`config.mk`:
```
export PLATFORM = sky130hd
export DESIGN_NAME = serial_subtractor_flat
export DESIGN_NICKNAME = d
export VERILOG_FILES = /design/src/rtl/serial_subtractor_if.sv /design/src/rtl/serial_subtractor.sv /design/src/flat_wrapper.sv
export SDC_FILE = /design/constraint.sdc
export NUM_CORES = 1
export LEC_CHECK = 0
export ABC_CLOCK_PERIOD_IN_PS = 1400
export CELL_PAD_IN_SITES_DETAIL_PLACEMENT = 1
export CELL_PAD_IN_SITES_GLOBAL_PLACEMENT = 1
export CORE_ASPECT_RATIO = 0.75
export CORE_UTILIZATION = 36
export CTS_BUF_LIST = sky130_fd_sc_hd__clkbuf_4
export CTS_CLUSTER_SIZE = 14
export DETAILED_ROUTE_END_ITERATION = 8
export HOLD_SLACK_MARGIN = 0.12
export PLACE_DENSITY = 0.84
export SLEW_MARGIN = 10
export SYNTH_ARGS = -nofsm -noshare
export SYNTH_HDL_FRONTEND = slang
export SYNTH_SLANG_ARGS = --single-unit
```
`constraint.sdc`:
```
create_clock -name clk -period 1.4 [get_ports clk]
set_input_delay 0.28 -clock clk [delete_from_list [all_inputs] [get_ports clk]]
set_output_delay 0.28 -clock clk [all_outputs]
set_load 0.05 [all_outputs]
```
`src/rtl/serial_subtractor_if.sv`:
```
// serial_subtractor_if: start/busy/done handshake and operand/result bundle
interface serial_subtractor_if #(parameter int WIDTH = 8);
  logic             start;
  logic [WIDTH-1:0] a;
  logic [WIDTH-1:0] b;
  logic             busy;
  logic             done;
  logic [WIDTH-1:0] diff;
  logic             borrow_out;
  logic             zero;
  modport master (output start, a, b, input busy, done, diff, borrow_out, zero);
  modport slave  (input start, a, b, output busy, done, diff, borrow_out, zero);
endinterface

```
`src/rtl/serial_subtractor.sv`:
```
// serial_subtractor: bit-serial LSB-first unsigned a - b with ripple borrow flip-flop
module serial_subtractor #(parameter int WIDTH = 8) (
  input logic clk,
  input logic rst,
  serial_subtractor_if.slave s
);
  localparam int CW = $clog2(WIDTH);
  localparam logic [1:0] IDLE = 2'd0, BUSY = 2'd1, DONE = 2'd2;
  logic [1:0]       state;
  logic [WIDTH-1:0] a_sh, b_sh, r_sh;
  logic [CW-1:0]    cnt;
  logic             br, d, br_n, accept, last;
  logic [WIDTH-1:0] res;
  assign d      = a_sh[0] ^ b_sh[0] ^ br;
  assign br_n   = (~a_sh[0] & b_sh[0]) | (~a_sh[0] & br) | (b_sh[0] & br);
  assign res    = {d, r_sh[WIDTH-1:1]};
  assign accept = (state == IDLE || state == DONE) && s.start;
  assign last   = state == BUSY && cnt == CW'(WIDTH - 1);
  assign s.busy = state == BUSY;
  assign s.done = state == DONE;
  // launch, shift one bit per BUSY cycle, publish results only on entry to DONE
  always_ff @(posedge clk) begin
    if (rst) begin
      state        <= IDLE;
      a_sh         <= '0;
      b_sh         <= '0;
      r_sh         <= '0;
      cnt          <= '0;
      br           <= 1'b0;
      s.diff       <= '0;
      s.borrow_out <= 1'b0;
      s.zero       <= 1'b0;
    end else begin
      state <= accept ? BUSY : last ? DONE : state == BUSY ? BUSY : IDLE;
      if (accept) begin
        a_sh <= s.a;
        b_sh <= s.b;
        r_sh <= '0;
        br   <= 1'b0;
        cnt  <= '0;
      end else if (state == BUSY) begin
        a_sh <= a_sh >> 1;
        b_sh <= b_sh >> 1;
        r_sh <= res;
        br   <= br_n;
        cnt  <= cnt + 1'b1;
      end
      if (last) begin
        s.diff       <= res;
        s.borrow_out <= br_n;
        s.zero       <= res == '0;
      end
    end
  end
endmodule

```
`src/flat_wrapper.sv`:
```
// flat-port wrapper written by rule: the top's interface ports become plain ports
module serial_subtractor_flat 
#(parameter int WIDTH = 8)
  (clk, rst, s_start, s_a, s_b, s_busy, s_done, s_diff, s_borrow_out, s_zero);
  serial_subtractor_if #(.WIDTH(WIDTH)) s_i ();
  input logic clk;
  input logic rst;
  input wire logic [$bits(s_i.start)-1:0] s_start;
  input wire logic [$bits(s_i.a)-1:0] s_a;
  input wire logic [$bits(s_i.b)-1:0] s_b;
  output wire logic [$bits(s_i.busy)-1:0] s_busy;
  output wire logic [$bits(s_i.done)-1:0] s_done;
  output wire logic [$bits(s_i.diff)-1:0] s_diff;
  output wire logic [$bits(s_i.borrow_out)-1:0] s_borrow_out;
  output wire logic [$bits(s_i.zero)-1:0] s_zero;
  assign s_i.start = s_start;
  assign s_i.a = s_a;
  assign s_i.b = s_b;
  assign s_busy = s_i.busy;
  assign s_done = s_i.done;
  assign s_diff = s_i.diff;
  assign s_borrow_out = s_i.borrow_out;
  assign s_zero = s_i.zero;
  serial_subtractor #(.WIDTH(WIDTH)) u_core (.clk(clk), .rst(rst), .s(s_i));
endmodule
```
# --- Word level (Yosys, flattened, before mapping) ---
# Cells that the tools add are included.
totals:
  output_inout_bits: 12
  elab_cells: 36
  register_bits: 40
  input_bits: 19
classes:
  eq_ne: 3
  n_reduce_logical: 7
  bitwise: 8
  add_sub_neg: 1
  mux: 7
op_table:
  columns: ["operator", "n"]
  rows:
  - ["$mux W8", 4]
  - ["$logic_not A8 Y1", 1]
  - ["$add A3 B1 Y3 const B", 1]
  - ["$and A1 B1 Y1", 3]
  - ["$eq A3 B3 Y1 const B", 1]
  - ["$eq A2 B1 Y1 const B", 1]
  - ["$eq A2 B2 Y1 const B", 1]
  - ["$logic_and A1 B1 Y1", 2]
  - ["$logic_not A2 Y1", 1]
  - ["$mux W1", 2]
  - ["$mux W2", 1]
  - ["$or A1 B1 Y1", 2]
  - ["$reduce_bool A2 Y1", 1]
  - ["$reduce_or A2 Y1", 1]
  - ["$xor A1 B1 Y1", 2]
  - ["$logic_or A1 B1 Y1", 1]
  - ["$not A1 Y1", 1]

# --- Logic depth before layout (Yosys ltp) ---
depth:
  depth_word: 4
  ltp_mapped: 6
  ltp_nobuf: 5

# --- Least setup slack after synthesis ---
# Ideal clock, no wire load.
synth_path:
  path_type: "register to register"
  start: "register u_core.br"
  end: "register u_core.s.zero"
  stages_incl_launch_ff: 5
  setup_time_ps: 70
  path_buffers: 0
  arrival_time_ps: 1305
  slack_ps: 25
  required_ps: 1330
  cell_sequence: "dfxtp_1 fa_1 nor4b_1 nand3_1 a21oi_1"
synth_between:
  elab_chain_len: 2
synth_lines:
  columns: ["element", "line_no", "rtl"]
  rows:
  - ["from (decl)", "serial_subtractor.sv:12", "logic br, d, br_n, accept, last;"]
  - ["from (signal assigned)", "serial_subtractor.sv:45", "br <= br_n;"]
  - ["$xor A1 B1 Y1", "serial_subtractor.sv:14", "assign d = a_sh[0] ^ b_sh[0] ^ br;"]
  - ["$logic_not A8 Y1", "serial_subtractor.sv:51", "s.zero <= res == '0;"]
  - ["to (signal assigned)", "serial_subtractor.sv:32", "s.zero <= 1'b0;"]
  - ["to (signal assigned)", "serial_subtractor.sv:51", null]
  - ["to (decl)", "serial_subtractor_if.sv:12", "modport slave (input start, a, b, output busy, done, diff, borrow_out, zero);"]
# No other way between the ends.
# A chain may end at the register's enable or synchronous reset.

# --- Worst setup path after layout ---
layout_path:
  start: "register u_core.b_sh[0]"
  end: "register u_core.s.zero"
layout_between:
  elab_chain_len: 3
layout_lines:
  columns: ["element", "line_no", "rtl"]
  rows:
  - ["from (decl)", "serial_subtractor.sv:10", "logic [WIDTH-1:0] a_sh, b_sh, r_sh;"]
  - ["from (signal assigned)", "serial_subtractor.sv:37", "b_sh <= s.b;"]
  - ["from (signal assigned)", "serial_subtractor.sv:43", "b_sh <= b_sh >> 1;"]
  - ["$xor A1 B1 Y1 (2 in a row)", "serial_subtractor.sv:14", null]
  - ["$logic_not A8 Y1", "serial_subtractor.sv:51", null]
# No other way between the ends.

==> run_results.csv <==
group,metric,value,unit
power_and_ir_drop,seqPwrFrac,55.4,%
sta,final_max_slew_viol_count,0,
floorplanning,rows,20,
global_route,track_usage,20.4,%
setup_path,required,1.68,ns
setup_path,max_stage_delay,0.56,ns
min_path,hp-start,"u_core.cnt[2]$_SDFFE_PP0P_",
setup_path,startpoint_type,"flip-flop",
synthesis,synth_compound_area_share,16.8,%
floorplanning,die_h,59.5,µm
setup_path,cpMaxStageDelayCell,"fa_1",
floorplanning,die_w,78.7,µm
finish,fillers,474,
setup_path,critPathMaxFanout,2,
floorplanning,ios,31,
sta,grt_setup_unrepaired,"true",
floorplanning,die_area,4690,µm²
placement,port-buffer-count,30,
synthesis,synth_nets,201,
route,drtAntennaViolNets,0,
synthesis,yosys.area.top_type,"dfxtp_1",
sta,hold_viol_final,0,
finish,layout-drive-gt1-share,27.1,%
finish,syn_to_final_growth,43.5,%
synthesis,synthTopCellsByArea,"dfxtp_1, nand2_1, a21oi_1, nor3_1, a311oi_2",
setup_path,r2r_start,"u_core.b_sh[0]$_SDFFE_PP0P_",
global_route,antenna_found_initial,0,
global_route,grt_max_degree,20,
sta,tightest_slew,0.375,ns
sta,period_needed,1.42,ns
global_route,grt_pass1_wl,7070,µm
cts,cts.clk_slew.worst_paths,0.12,ns
synthesis,yosys_warnings,0,
power_and_ir_drop,power_density,950,nW/µm²
cts,ctsHoldBuffers,0,
setup_path,worstSetupStartpoint,"u_core.b_sh[0]$_SDFFE_PP0P_",
sta,period_share,101,%
synthesis,synth-xor-area-share,0.551,%
synthesis,synth-simple-area-share,22.9,%
power_and_ir_drop,peakVddDrop,395,µV
route,drc_errors,0,
power_and_ir_drop,p_leak,0.838,nW
synthesis,synth_top_family_by_area,"simple AND/OR/NAND/NOR gates",
cts,clockBufferDepth,2,
outcome,failed_checks,"setup timing",
floorplanning,core-area,4130,µm²
finish,nets,250,
synthesis,synth_seq_area_share,49.1,%
setup_path,critPathArrivalTime,1.70,ns
sta,skew,0.0166,ns
synthesis,yosysUniqueCellTypes,31,
placement,dpl_worst_slack,-0.0892,ns
cts,insertion_delay,0.35,ns
synthesis,synthCells,179,
global_route,overflow,0,
placement,hpwl,2870,µm
sta,finalSetupViolCount,1,
job,drv_cap,0,
sta,finalSetupTns,-0.0152,ns
route,vias,1490,
sta,slew_headroom,74.7,%
setup_path,worstSetupPathType,"flip-flop to flip-flop",
route,routed_wl,4820,µm
cts,cts_root_buf,"clkbuf_4",
global_route,grt_pass1_vias,1394,
setup_path,path_cells,"fa_1, nor4b_4, nand3_1, a21oi_1",
synthesis,synth_fa_ha_area_share,2.83,%
route,drt_iter0_drc,68,
route,first_pass_iters,4,
power_and_ir_drop,sw_frac_of_total,27.4,%
floorplanning,start_util,38.5,%
power_and_ir_drop,p_total,2.17,mW
power_and_ir_drop,internal_power,1.57,mW
setup_path,critPathTopFamily,"adder cells",
finish,antenna_cells,0,
cts,cts-buffers-inserted,5,
cts,numClockSinks,39,
finish,mostFrequentLayoutCells,"nand2_1, dfxtp_1, buf_4, a21oi_1, clkdlybuf4s50_1",
route,wl_per_cell,17.0,µm
outcome,status,"finished with violations",
synthesis,synth_area,1590,µm²
cts,cts_tree,"done",
sta,fmax,707,MHz
synthesis,yosys.area.top_type_share,49.1,%
setup_path,worstSetupEndpointType,"flip-flop",
power_and_ir_drop,power_switching,0.594,mW
power_and_ir_drop,pwr-share-clk,25.8,%
synthesis,avgSynthCellArea,8.88,µm²
min_path,hold_path_class,"flip-flop to flip-flop",
route,post_drt_via_cell_ratio,5.25,
synthesis,synth.mux.area_fraction,0.630,%
finish,layout_commonest_cell,"nand2_1",
power_and_ir_drop,p_comb_share,18.8,%
synthesis,ys_ff_latch,39,
placement,place_congestion,0.730,
sta,fin_ws,-0.0152,ns
cts,htreeDepth,2,
setup_path,crit_buf_inv,0,
[path summary, 6_finish.rpt]
kind,to,slack [ns],depth (start not counted)
setup / recovery,u_core.s.zero$_SDFFE_PP0P_,-0.02,4
hold / removal,u_core.cnt[2]$_SDFFE_PP0P_,0.47,2
setup reg to reg,u_core.s.zero$_SDFFE_PP0P_,-0.02,4
hold reg to reg,u_core.cnt[2]$_SDFFE_PP0P_,0.47,2
[metrics by stage]
step                      util, %  hold slack, ns  instance area, µm²  instances
after floorplan                 -           0.416                1590        179
after global placement       50.8           0.453                2100        265
after detailed placement     50.8           0.454                2100        265
after CTS                    53.0           0.470                2190        275
after global routing         55.2           0.499                2280        284
final                        55.2           0.466                2280        284
[cells in the mapped netlist]
| master | number |
|---|---|
| o22ai_1 | 9 |
| nand3_1 | 3 |
| mux2i_1 | 1 |
| nand3b_1 | 1 |
| nor2b_1 | 2 |
| nand2_1 | 44 |
| a22oi_1 | 1 |
| nor4_1 | 1 |
| a211oi_2 | 1 |
| xnor2_1 | 1 |
| nor3_1 | 17 |
| buf_4 | 3 |
| fa_1 | 1 |
| o21a_1 | 1 |
| nor4b_1 | 1 |
| buf_1 | 1 |
| clkbuf_1 | 1 |
| inv_1 | 1 |
| a311oi_2 | 5 |
| buf_6 | 3 |
| nand2b_1 | 2 |
| nand2b_2 | 1 |
| nor2_1 | 9 |
| buf_2 | 4 |
| a21oi_1 | 20 |
| dfxtp_1 | 39 |
| ha_1 | 2 |
| inv_8 | 1 |
| a211oi_1 | 1 |
| and3b_1 | 1 |
| buf_8 | 1 |
[worst min-delay path: cells and delay by family (launching register included)]
family | cells | cell delay (ns)
AO/OA/AOI/OAI | 1 | 0.05
flip-flops | 1 | 0.33
AND/OR/NAND/NOR | 1 | 0.05
[flip-flops by register name, summed over array words and instances (netlist names)]
signal and flops:
u_core.r_sh 7, u_core.s.zero 1, u_core.state 2, u_core.cnt 3
u_core.br 1, u_core.s.borrow_out 1, u_core.b_sh 8, u_core.a_sh 8
u_core.s.diff 8
[cell type report]
type / count / area (µm²) / share of cell area (%)
Clock buffer: 6 / 45.0 / 1.98
Clock inverter: 2 / 7.51 / 0.329
Inverter: 2 / 20.0 / 0.878
Multi-Input combinational cell: 126 / 732 / 32.1
Sequential cell: 39 / 793 / 34.8
Tap cell: 55 / 68.8 / 3.02
Timing Repair Buffer: 52 / 598 / 26.2
Timing Repair inverter: 2 / 15.0 / 0.659
[power by group through the flow]
stage | sequential [mW] | combinational, mW | clock (mW)
after floorplan | 1.21 | 0.225 | 0
after global placement | 1.22 | 0.337 | 0
after detailed placement | 1.22 | 0.346 | 0
after CTS | 1.20 | 0.362 | 0.573
final | 1.20 | 0.407 | 0.558
after global routing | 1.21 | 0.438 | 0.639
[routing by layer]
metal	GRT usage (%)	vias up	part of all wire [%]	wire (µm)
li1	-	722	-	-
met1	26.8	719	47	2260
met2	31.1	35	46	2210
met3	4.31	14	3.8	181
met4	12.2	0	3.4	164
met5	0	-	0	0
[logic make-up after synthesis]
kind of cell | count (synthesis)
muxes | 1
buffers and inverters | 15
adders and majority gates | 3
and+or+nand+nor | 82
DFF | 39
AOI/OAI and AO/OA | 38
xor gates and xnor gates | 1
[what timing repair did]
item / CTS / global route
setup buffers: 1 / 7
pin swaps: 0 / 2
gates resized for setup: 9 / 8
endpoints found under the hold margin: 0 / 0
gates cloned: 1 / 2
setup endpoints to repair: 12 / 11
Power figures use the tool's default switching activity.
